$ cat src/rtl/id_operand_stage.sv
`timescale 1ns/1ps
`default_nettype none
// +--------------------------------------------------------------------------+
// | id_operand_stage: IF/ID register, N-source priority bypass, load-use     |
// | hazard request, branch delay-slot tracking and stall cycle counter.      |
// | Revision: 1.0                                                            |
// +--------------------------------------------------------------------------+
module id_operand_stage #(
  parameter int DATA_W  = 32,
  parameter int AW      = 5,
  parameter int NFWD    = 3,
  parameter int STALL_W = 6,
  parameter int CNT_W   = 16
) (
  input  logic                          clk,
  input  logic                          rst,
  input  logic [STALL_W-1:0]            stall,
  input  logic                          flush,
  input  logic                          if_valid,
  input  logic [31:0]                   if_pc,
  input  logic [31:0]                   if_inst,
  output logic [AW-1:0]                 rf_raddr1,
  output logic [AW-1:0]                 rf_raddr2,
  input  logic [DATA_W-1:0]             rf_rdata1,
  input  logic [DATA_W-1:0]             rf_rdata2,
  input  logic [NFWD*(1+AW+DATA_W)-1:0] fwd_bus,
  input  logic [NFWD-1:0]               fwd_is_load,
  output logic                          id_valid,
  output logic [31:0]                   id_pc,
  output logic [31:0]                   id_inst,
  output logic [DATA_W-1:0]             opnd1,
  output logic [DATA_W-1:0]             opnd2,
  output logic                          stallreq,
  output logic                          in_delayslot,
  output logic [CNT_W-1:0]              stall_cnt
);

  localparam int         SRC_W      = 1 + AW + DATA_W;
  localparam logic [5:0] OP_SPECIAL = 6'b000000;
  localparam logic [5:0] OP_REGIMM  = 6'b000001;
  localparam logic [5:0] OP_BR_LO   = 6'b000010;
  localparam logic [5:0] OP_BR_HI   = 6'b000111;
  localparam logic [5:0] FN_JR      = 6'b001000;
  localparam logic [5:0] FN_JALR    = 6'b001001;

  logic [AW-1:0]     rs;
  logic [AW-1:0]     rt;
  logic [5:0]        opcode;
  logic [5:0]        func;
  logic              is_br;
  logic              ds_pend;
  logic              load1;
  logic              load2;
  logic [NFWD-1:0]   src_we;
  logic [AW-1:0]     src_addr [NFWD];
  logic [DATA_W-1:0] src_data [NFWD];
  logic              unused_bits;

  assign rs        = AW'(id_inst[25:21]);
  assign rt        = AW'(id_inst[20:16]);
  assign opcode    = id_inst[31:26];
  assign func      = id_inst[5:0];
  assign rf_raddr1 = rs;
  assign rf_raddr2 = rt;

  assign unused_bits = ^{stall[0], stall[STALL_W-1:3], id_inst[15:6]};

  generate
    for (genvar i = 0; i < NFWD; i++) begin : g_src
      assign src_data[i] = fwd_bus[i*SRC_W +: DATA_W];
      assign src_addr[i] = fwd_bus[i*SRC_W + DATA_W +: AW];
      assign src_we[i]   = fwd_bus[i*SRC_W + DATA_W + AW];
    end
  endgenerate

  // Scan from lowest priority upward so the youngest matching source wins last.
  always_comb begin
    opnd1 = rf_rdata1;
    opnd2 = rf_rdata2;
    load1 = 1'b0;
    load2 = 1'b0;
    for (int i = NFWD - 1; i >= 0; i--) begin
      if (src_we[i] && (src_addr[i] == rs)) begin
        opnd1 = src_data[i];
        load1 = fwd_is_load[i];
      end
      if (src_we[i] && (src_addr[i] == rt)) begin
        opnd2 = src_data[i];
        load2 = fwd_is_load[i];
      end
    end
    if (!id_valid || (rs == '0)) begin
      opnd1 = '0;
      load1 = 1'b0;
    end
    if (!id_valid || (rt == '0)) begin
      opnd2 = '0;
      load2 = 1'b0;
    end
  end

  assign stallreq = id_valid & (load1 | load2);

  assign is_br = (opcode == OP_REGIMM)
              || ((opcode >= OP_BR_LO) && (opcode <= OP_BR_HI))
              || ((opcode == OP_SPECIAL) && ((func == FN_JR) || (func == FN_JALR)));

  always_ff @(posedge clk) begin
    if (!rst) begin
      id_valid <= 1'b0;
      id_pc    <= '0;
      id_inst  <= '0;
    end else if (flush || (stall[1] && !stall[2])) begin
      id_valid <= 1'b0;
      id_pc    <= '0;
      id_inst  <= '0;
    end else if (!stall[1]) begin
      id_valid <= if_valid;
      id_pc    <= if_pc;
      id_inst  <= if_inst;
    end
  end

  // Only a real instruction leaving ID updates the slot flag; bubbles leave it pending.
  always_ff @(posedge clk) begin
    if (!rst) begin
      ds_pend <= 1'b0;
    end else if (flush) begin
      ds_pend <= 1'b0;
    end else if (id_valid && !stall[2]) begin
      ds_pend <= is_br;
    end
  end

  assign in_delayslot = ds_pend & id_valid;

  always_ff @(posedge clk) begin
    if (!rst) begin
      stall_cnt <= '0;
    end else if (stallreq && (stall_cnt != '1)) begin
      stall_cnt <= stall_cnt + CNT_W'(1);
    end
  end

endmodule
`default_nettype wire

$ cat config.mk
export PLATFORM = sky130hd
export DESIGN_NAME = id_operand_stage
export DESIGN_NICKNAME = d
export VERILOG_FILES = /design/src/rtl/id_operand_stage.sv
export SDC_FILE = /design/constraint.sdc
export NUM_CORES = 1
export LEC_CHECK = 0
export CAP_MARGIN = 15
export CORE_AREA = 2 2 162 164
export DETAILED_ROUTE_END_ITERATION = 8
export DIE_AREA = 0 0 164 166
export SKIP_LAST_GASP = 1
export SYNTH_ARGS = -nofsm -noshare
export SYNTH_HDL_FRONTEND = slang
export SYNTH_SLANG_ARGS = --single-unit
$ cat constraint.sdc
create_clock -name clk -period 3.7 [get_ports clk]
set_clock_uncertainty 0.2 [all_clocks]
set_input_delay 0.74 -clock clk [delete_from_list [all_inputs] [get_ports clk]]
set_output_delay 0.74 -clock clk [all_outputs]
set_load 0.01 [all_outputs]
==> results.yml <==
outcome:
  status: "complete, no violations"
cts:
  clock-sinks: 82
  clock_latency_ps: 350
  clkTransAtPathRegs_ps: 70
  cts_hold_buf: 0
  htree_levels: 3
  cts_root_buffer: "clkbuf_16"
  tritoncts: "built"
  cts-buffers-inserted: 9
  clk_path_buf_depth: 2
synth:
  ys_ff_latch: 82
  synth_most_common_cell: "nor2_1"
  synth_fp_nets: 1004
  async_flop_share_pct: 0
  netlist_area_um2: 5777
  synth_area_leaders: "dfxtp_1 (28%), mux2i_1 (23%), nor2_1 (13%)"
  ys_seq_area_share_pct: 28.42
  synth_top_area_cell: "dfxtp_1"
  synth-edff-count: 0
  synthTopCellsByCount: "nor2_1 (205), mux2i_1 (133), dfxtp_1 (82)"
  syn_inst: 748
  yosysTopAreaCellShare_pct: 28.42
  yosysWarnings: 0
  ys.flop_type: "dfxtp_1"
  synth.distinct_cells: 44
  avgSynthCellArea_um2: 7.723
global_routing:
  antenna_found_initial: 8
  met2_usage_pct: 36.02
  grt_max_degree: 50
  grt_usage_pct: 20.11
  grt-busiest-layer: "met2"
  use_met3_pct: 6.419
  grt_pass1_wl_um: 42390
  met1_usage_pct: 22.40
  grt-ovfl-total: 0
  grt_pass1_vias: 7416
floorplan:
  coreArea_um2: 25620
  die_h_um: 166
  die_area_um2: 27220
  io-pin-count: 412
  rows: 59
  die_x_um: 164
  start_util_pct: 22.55
setup_path:
  required_ps: 2760
  crit_slowest_cell: "dlygate4sd2_1"
  cp.arrival_ps: 2710
  start_kind: "input pin"
  crit_fanout: 6
  crit_path_end_kind: "output pin"
  max_stage_delay_ps: 290
  cp_top_family: "buffers and inverters"
  crit_buf_inv: 5
  path_class: "in2out"
  crit_chain: "dlygate4sd2_1, xnor2_1, nand3_2, nor3_4, buf_6, buf_12, buf_4, mux2i_1, a211oi_2, a21oi_1, nor2_1, clkdlybuf4s15_2"
final_layout:
  final_nets: 1462
  drive_above_1_share_pct: 21.06
  fillers: 2522
  area_growth_pct: 101.0
  fin_area_um2: 11610
min_path:
  min_path_type: "reg2reg"
timing:
  max_freq_ghz: 0.2738
  rsz0062_at_grt: "yes"
  worstMarginPinSlew_ps: 681.2
  drv_slew: 0
  setup_violations: 0
  post-route-period-util_pct: 98.70
  hold_viol: 0
  slew-limit-headroom_pct: 54.34
  final.min_clock_period_ps: 3652
run:
  cap_violations: 0
route:
  wire_per_inst_um: 18.63
  drc: 0
  drtIter0Drc: 309
  firstDrtPassIters: 4
  vias_per_cell: 4.705
  ant_nets: 0
  routed_wl_um: 28880
  dr_total_vias: 7292
placement:
  hpwl_um: 21540
  dpl-instance-area_um2: 10740
  routabilityCongestion: 0.8470
  io_buffers: 407
power:
  power_per_cell_area_nw_per_um2: 221.1
  power.total_mw: 2.568
  p_leak_nw: 4.663
  ir_drop_mv: 0.1769
[where the power goes]
group | switching (mW) | leakage, nW | internal [mW]
clock | 0.424 | 0.150 | 0.536
sequential | 0.0148 | 0.665 | 0.901
combinational | 0.259 | 3.85 | 0.433
[path summary, 6_finish.rpt]
check | slack, ps | depth (start not counted) | end | from
max | 50 | 12 | opnd1[17] | fwd_bus[110]
min | 290 | 2 | id_pc[22] | id_pc[22]
max reg2reg | 620 | 13 | stall_cnt[9] | id_inst[25]
min reg2reg | 290 | 2 | id_pc[22] | id_pc[22]
[layer usage]
metal	up-vias	part of all wire, %
met5	-	0.16
met4	6	1.9
met3	37	8.9
met2	318	50
met1	3389	39
li1	3542	-
[timing repair]
| item | in CTS | in global routing |
|---|---|---|
| pin swaps | 17 | 20 |
| gates cloned | 4 | 1 |
| setup endpoints to repair | 65 | 62 |
| setup buffers | 24 | 6 |
| resized for setup | 191 | 100 |
[per-stage QoR]
step	setup WS [ps]	TNS (ps)	std cells	hold WS (ps)	util [%]
final	48.05	0	1550	294.6	45.33
after global routing	-73.74	-611.3	1549	315.2	45.32
after CTS	-30.28	-30.28	1543	300.0	44.95
after detailed placement	-639.4	-35190	1499	285.5	41.92
after global placement	-633.3	-32050	1499	272.3	41.92
after floorplan	458.7	0	748	297.6	-
[worst reg2reg max path, stage by stage, from the launching register on]
cell      delay, ps
dfxtp_1         490
buf_4           210
xor2_1           70
nor4_1          300
and3_4          280
buf_12          120
buf_4           100
a311oi_2         30
o22a_1          250
buf_4           190
nor4b_4         260
buf_4           190
a21oi_1          70
a31o_2          210
[cell type report]
cell class                 count  area (um2)  area share [%]
timing repair buffer         515        5034           43.35
antenna                        4       10.01         0.08620
clock buffer                   9       225.2           1.939
multi-input combinational    590        4168           35.89
tap                          335       419.2           3.610
clock inverter                 7       85.08          0.7327
inverter                       8       30.03          0.2586
sequential                    82        1642           14.14
[state kept, by name, indices dropped and copies added, names as in the netlist]
register / flops
id_inst: 32
id_pc: 32
id_valid: 1
stall_cnt: 16
ds_pend: 1
[cells by family (layout without fill, tap and decap cells)]
family	Yosys count	count (layout)	synth area share (%)
XOR/XNOR	33	33	5.003
AND/OR/NAND/NOR	271	271	20.51
adder cells (fa/ha/maj)	1	1	0.2166
buffers and inverters	76	539	5.978
flip-flops	82	82	28.42
AO/OA/AOI/OAI	152	152	16.83
multiplexers	133	133	23.05
other	0	4	0
[layout by cell type (no fill, tap or decap), types with 16 or more instances in the layout]
cell type / count
clkdlybuf4s50_1: 326
xnor2_1: 17
a21oi_1: 66
a211oi_2: 26
buf_12: 16
buf_4: 81
mux2i_1: 114
clkbuf_2: 24
a211oi_1: 36
dfxtp_1: 82
nor2_1: 197
dlygate4sd2_1: 17
mux2i_2: 19
Note: power is estimated with default switching activity, not from simulation.
